**src/rtl/nand_op_sequencer.sv**
```systemverilog
// rtl/nand_op_sequencer.sv - bit-serial NAND/INV/AND/OR/XOR unit built on one shared NAND gate
// Each cycle runs one NAND micro-op, walking bits from the LSB to the MSB.

module nand_gate (
  input  logic i_a,
  input  logic i_b,
  output logic o_y
);
  assign o_y = ~(i_a & i_b);
endmodule

module nand_op_sequencer #(
  parameter int WIDTH = 8
) (
  input  logic             clk,
  input  logic             rst_n,
  input  logic             start_valid,
  output logic             start_ready,
  input  logic [2:0]       op,
  input  logic [WIDTH-1:0] a,
  input  logic [WIDTH-1:0] b,
  output logic             result_valid,
  input  logic             result_ready,
  output logic [WIDTH-1:0] result,
  output logic             err,
  output logic             busy
);
  localparam int BW = (WIDTH > 1) ? $clog2(WIDTH) : 1;

  typedef enum logic [1:0] {ST_IDLE, ST_EXEC, ST_DONE} state_t;
  typedef enum logic [1:0] {DST_T, DST_U, DST_V, DST_R} dst_t;

  state_t          r_state;
  state_t          w_next;
  logic [2:0]      r_op;
  logic [WIDTH-1:0] r_a;
  logic [WIDTH-1:0] r_b;
  logic [BW-1:0]   r_bit;
  logic [1:0]      r_step;
  logic            r_t;
  logic            r_u;
  logic            r_v;
  logic [WIDTH-1:0] r_result;
  logic            r_err;

  logic            w_x;
  logic            w_y;
  logic            w_in_a;
  logic            w_in_b;
  logic            w_nand;
  dst_t            w_dst;
  logic [1:0]      w_last_idx;
  logic            w_last_step;
  logic            w_last_bit;
  logic            w_accept;

  nand_gate u_nand (
    .i_a (w_in_a),
    .i_b (w_in_b),
    .o_y (w_nand)
  );

  assign w_x         = r_a[r_bit];
  assign w_y         = r_b[r_bit];
  assign w_accept    = start_valid && (r_state == ST_IDLE);
  assign w_last_step = (r_step == w_last_idx);
  assign w_last_bit  = (r_bit == BW'(WIDTH - 1));

  // Micro-op table: which operands feed the shared gate and where its output lands.
  always_comb begin
    w_in_a     = 1'b0;
    w_in_b     = 1'b0;
    w_dst      = DST_R;
    w_last_idx = 2'd0;
    case (r_op)
      3'd0: begin
        w_in_a = w_x; w_in_b = w_y;
      end
      3'd1: begin
        w_in_a = w_x; w_in_b = w_x;
      end
      3'd2: begin
        w_last_idx = 2'd1;
        if (r_step == 2'd0) begin
          w_in_a = w_x; w_in_b = w_y; w_dst = DST_T;
        end else begin
          w_in_a = r_t; w_in_b = r_t;
        end
      end
      3'd3: begin
        w_last_idx = 2'd2;
        case (r_step)
          2'd0:    begin w_in_a = w_x; w_in_b = w_x; w_dst = DST_T; end
          2'd1:    begin w_in_a = w_y; w_in_b = w_y; w_dst = DST_U; end
          default: begin w_in_a = r_t; w_in_b = r_u; end
        endcase
      end
      3'd4: begin
        w_last_idx = 2'd3;
        case (r_step)
          2'd0:    begin w_in_a = w_x; w_in_b = w_y; w_dst = DST_T; end
          2'd1:    begin w_in_a = w_x; w_in_b = r_t; w_dst = DST_U; end
          2'd2:    begin w_in_a = w_y; w_in_b = r_t; w_dst = DST_V; end
          default: begin w_in_a = r_u; w_in_b = r_v; end
        endcase
      end
      default: begin
        w_last_idx = 2'd0;
      end
    endcase
  end

  always_ff @(posedge clk or negedge rst_n) begin
    if (!rst_n) r_state <= ST_IDLE;
    else        r_state <= w_next;
  end

  // Illegal ops spend one cycle in EXEC so the error response has a one-cycle latency.
  always_comb begin
    w_next = r_state;
    case (r_state)
      ST_IDLE: if (w_accept) w_next = ST_EXEC;
      ST_EXEC: if (r_err || (w_last_step && w_last_bit)) w_next = ST_DONE;
      ST_DONE: if (result_ready) w_next = ST_IDLE;
      default: w_next = ST_IDLE;
    endcase
  end

  always_ff @(posedge clk or negedge rst_n) begin
    if (!rst_n) begin
      r_op     <= 3'd0;
      r_a      <= '0;
      r_b      <= '0;
      r_bit    <= '0;
      r_step   <= 2'd0;
      r_t      <= 1'b0;
      r_u      <= 1'b0;
      r_v      <= 1'b0;
      r_result <= '0;
      r_err    <= 1'b0;
    end else begin
      case (r_state)
        ST_IDLE: begin
          if (w_accept) begin
            r_op     <= op;
            r_a      <= a;
            r_b      <= b;
            r_bit    <= '0;
            r_step   <= 2'd0;
            r_t      <= 1'b0;
            r_u      <= 1'b0;
            r_v      <= 1'b0;
            r_result <= '0;
            r_err    <= (op > 3'd4);
          end
        end
        ST_EXEC: begin
          if (!r_err) begin
            case (w_dst)
              DST_T:   r_t <= w_nand;
              DST_U:   r_u <= w_nand;
              DST_V:   r_v <= w_nand;
              default: r_result[r_bit] <= w_nand;
            endcase
            if (w_last_step) begin
              r_step <= 2'd0;
              if (!w_last_bit) r_bit <= r_bit + 1'b1;
            end else begin
              r_step <= r_step + 2'd1;
            end
          end
        end
        default: ;
      endcase
    end
  end

  assign start_ready  = (r_state == ST_IDLE);
  assign result_valid = (r_state == ST_DONE);
  assign busy         = (r_state != ST_IDLE);
  assign result       = r_result;
  assign err          = r_err;

endmodule

```
**config.mk**
```make
export PLATFORM = sky130hd
export DESIGN_NAME = nand_op_sequencer
export DESIGN_NICKNAME = d
export VERILOG_FILES = /design/src/rtl/nand_op_sequencer.sv
export SDC_FILE = /design/constraint.sdc
export NUM_CORES = 1
export LEC_CHECK = 0
export ABC_CLOCK_PERIOD_IN_PS = 3100
export CORE_MARGIN = 2
export CORE_UTILIZATION = 57
export DETAILED_ROUTE_END_ITERATION = 12
export PLACE_DENSITY = 0.81
export SLEW_MARGIN = 0
export SYNTH_ARGS = -nofsm -noshare
export SYNTH_HDL_FRONTEND = slang
export SYNTH_SLANG_ARGS = --single-unit
```
**constraint.sdc**
```tcl
create_clock -name clk -period 3.1 [get_ports clk]
set_input_delay 0.775 -clock clk [delete_from_list [all_inputs] [get_ports clk]]
set_output_delay 0.775 -clock clk [all_outputs]
set_load 0.1 [all_outputs]
```
==> impl_results.md <==
* Routed vias/inst at between 5 and 6
* Sequential power share at 32.3%
* # setup viols final at 0
* CP max FO at 11
* Post-DP HPWL at between 3 and 4 mm
* Hold Crit Depth at 1
* Critical Path RT at 3240 ps
* Layout cells sized above 1 at 22.8%
* Die span in x at 65.5 um
* Synth Area in Adders at 3.49%
* Cell taking the most area after synthesis: dfrtp_1
* Die area at 0.00429 mm2
* Nets at 267
* Yosys cell types at 46
* Vias in the first global route at 1,635
* Xor/xnor share of the synthesized area at 0%
* Rel. slew slack at 44.7%
* Initial antenna violation count at 0
* Post-DRT Antenna Nets at 0
* 1st-iter DRT viols at 172
* DRT Pass-1 Iters at 4
* Hold path endpoint: r_a[7]$_DFFE_PN0P_
* # fillers at 291
* P_leak at 0.00116 uW
* H-tree level count at 2
* Internal power at 1490 uW
* Most common flop cell mapped by yosys: dfrtp_1
* Fin crit period at between 2000 and 2500 ps
* Post-synth ARST share at 100%
* Register area share after synthesis at 44.2%
* Count leader, synth: dfrtp_1
* Startpoint of the worst-slack reg-to-reg timing path: r_step[1]$_DFFE_PN0P_
* Combinational share of power at 56.0%
* Complex-gate fraction of the synthesized area at 13.8%
* Synthesized cell area at 0.00215 mm2
* CTS Sinks at 38
* CP startpoint kind: flop
* Multi-input logic area at between 0.001 and 0.0015 mm2
* Resized Gates After CTS at 0
* Worst hold start: r_a[7]$_DFFE_PN0P_
* Vias at between 1,500 and 2,000
* Largest net degree at the start of global routing at 39
* Arr. time, crit path at approximately 2600 ps
* Hold WC Path Type: flop to flop
* Hold-fix buffers, CTS at 0
* Status: complete, no violations
* Total chip power at 2840 uW
* Number of max-cap violations at 0
* Final Slew Violations at 0
* Die H at 65.5 um
* Core area at 0.00363 mm2
* GR Util All Layers at roughly a quarter
* Largest cells by area after synthesis: dfrtp_1 44%, mux2_2 11%, mux2i_1 7.4%, nand2_1 5.8%, ha_1 3.5%
* Min Hold Slack at 506 ps
* Setup CP Type: flop to flop
* Setup TNS at 0 ps
* RD Place Congestion at 0.928
* Combinational family with the most area after synthesis: multiplexers
* Initial Util at between 50% and 60%
* Slew @ Worst Pin at 830 ps
* R2R depth at 7
* Clock power frac at 11.7%
* Post-CTS setup buffer count at 0
* CTS clock-pin slew for the worst setup and hold paths at 70 ps
* GRT overflow at 0
* Yosys reg bits at 38
* Drt drc at 0
* Max Clk Rate at ~410 MHz
* Sw frac at 47.7%
* Routed Wire Length at 4.43 mm
* PwrDens at 1110 mW/mm2
* Num CTS Buffers at 5
* Root Driver: clkbuf_8
* Placed insts at about 280
* Simple-Gate Fraction of Synth Area at 15.7%
* Synthesized Nets at 233
* YS warnings at 0
* I/O pin total at 35
* RSZ-0062 raised after global routing: no
* Synthesis-to-finish area growth at 18.4%
* Critical R2R Capture: result[3]$_DFFE_PN0P_
* Fin. Hold Viols at 0
* Fin crit share at 78.6%
* Post-synth EDFFs at 0
* Area share of the largest cell type after synthesis at 44.2%
* Post-Route Skew at approximately 7.5 ps
* Clock Path Buffers at 2
* Ant diodes at 0
* Non-filler cells, final at 285
* Avg Inst Size Synth at 10.6 um2
* Net Sw Power at 1350 uW
* Top cells by count, synth: 38 x dfrtp_1, 33 x nand2_1, 21 x mux2_2
* Pre-CTS WS at 623 ps
* Setup ws final at approximately 660 ps
* CTS tree: done
* FP Rows at 22
* First-pass GRT wire length at about 7.6 mm
* Buffers added on ports at 34
* CP Capture Type: flop
* Reg2Reg Setup Slack at 660 ps
* Skew-Pair Late Insertion Delay at about 290 ps
* Worst vdd ir at 0.514 mV
* Cells after synthesis at 204
* Post-DR wirelength/cell at 15.5 um
* Storage cell area at 951 um2
* Multiplexer area fraction after synthesis at 18.4%
==> cell type report <==
class	count	area share, %
multi-input cells	150	43.5
inverters	7	1.03
repair buffers	36	12.6
well taps	48	2.36
clock buffers	6	3.24
flip-flops and latches	38	37.3
==> worst max-delay path by stage <==
stage / to / slack, ps / startpoint
global route: result[5]$_DFFE_PN0P_ / 470 / r_step[0]$_DFFE_PN0P_
detailed placement: r_bit[0]$_DFFE_PN0P_ / 620 / start_valid
finish: result[3]$_DFFE_PN0P_ / 660 / r_step[1]$_DFFE_PN0P_
global placement: result[4]$_DFFE_PN0P_ / 660 / start_valid
floorplan: busy / 330 / r_state[0]$_DFFE_PN0P_
CTS: result[5]$_DFFE_PN0P_ / 660 / r_bit[0]$_DFFE_PN0P_
==> layer usage <==
layer,global-route usage (%),vias to the layer above,part of all wire [%]
met2,37.8,46,48
li1,-,806,-
met5,0,-,0
met3,5.65,11,5.2
met4,7.81,0,2.4
met1,30.7,793,44
==> cells in the final DEF (no fill, tap or decap), drive strengths merged, types with 5 or more instances in the layout <==
| cell | instances |
|---|---|
| dfrtp | 38 |
| nand2 | 33 |
| mux2 | 21 |
| clkdlybuf4s50 | 21 |
| mux2i | 16 |
| buf | 15 |
| nor2 | 9 |
| a21oi | 8 |
| inv | 7 |
| o21ai | 7 |
| ha | 6 |
| clkbuf | 6 |
| nand2b | 5 |
==> worst max-delay path, cell delays in order (launching register included) <==
cell       delay, ps
dfrtp_1          460
inv_1            130
ha_1             340
nor2_1           100
a2111oi_0        390
o211ai_1         170
a41oi_2          530
mux2i_1          160
==> power groups by stage <==
stage | clock network (uW) | logic (uW) | registers [uW]
finish | 333 | 1590 | 919
global route | 355 | 1730 | 951
CTS | 338 | 1590 | 915
detailed placement | 0 | 1570 | 926
global placement | 0 | 1550 | 914
floorplan | 0 | 1210 | 1000
==> registers in the layout, indices dropped and copies added (netlist names) <==
signal and flops:
r_t 1, r_op 3, r_bit 3, result 8
r_u 1, r_state 2, r_a 8, r_v 1
err 1, r_step 2, r_b 8
==> metrics by stage <==
| step | area [um2] | utilization (%) |
|---|---|---|
| 5_1_grt | 2550 | 70.2 |
| 2_1_floorplan | 2160 | - |
| 3_5_place_dp | 2470 | 67.9 |
| 6_report | 2550 | 70.2 |
| 4_1_cts | 2550 | 70.2 |
| 3_3_place_gp | 2470 | 67.9 |
==> cells by family after synthesis <==
logic type | count (synthesis)
adder cells (fa/ha/maj) | 6
AO/OA/AOI/OAI | 41
multiplexers | 37
buffers and inverters | 16
flip-flops | 38
AND/OR/NAND/NOR | 66
Power figures use the tool's default switching activity.
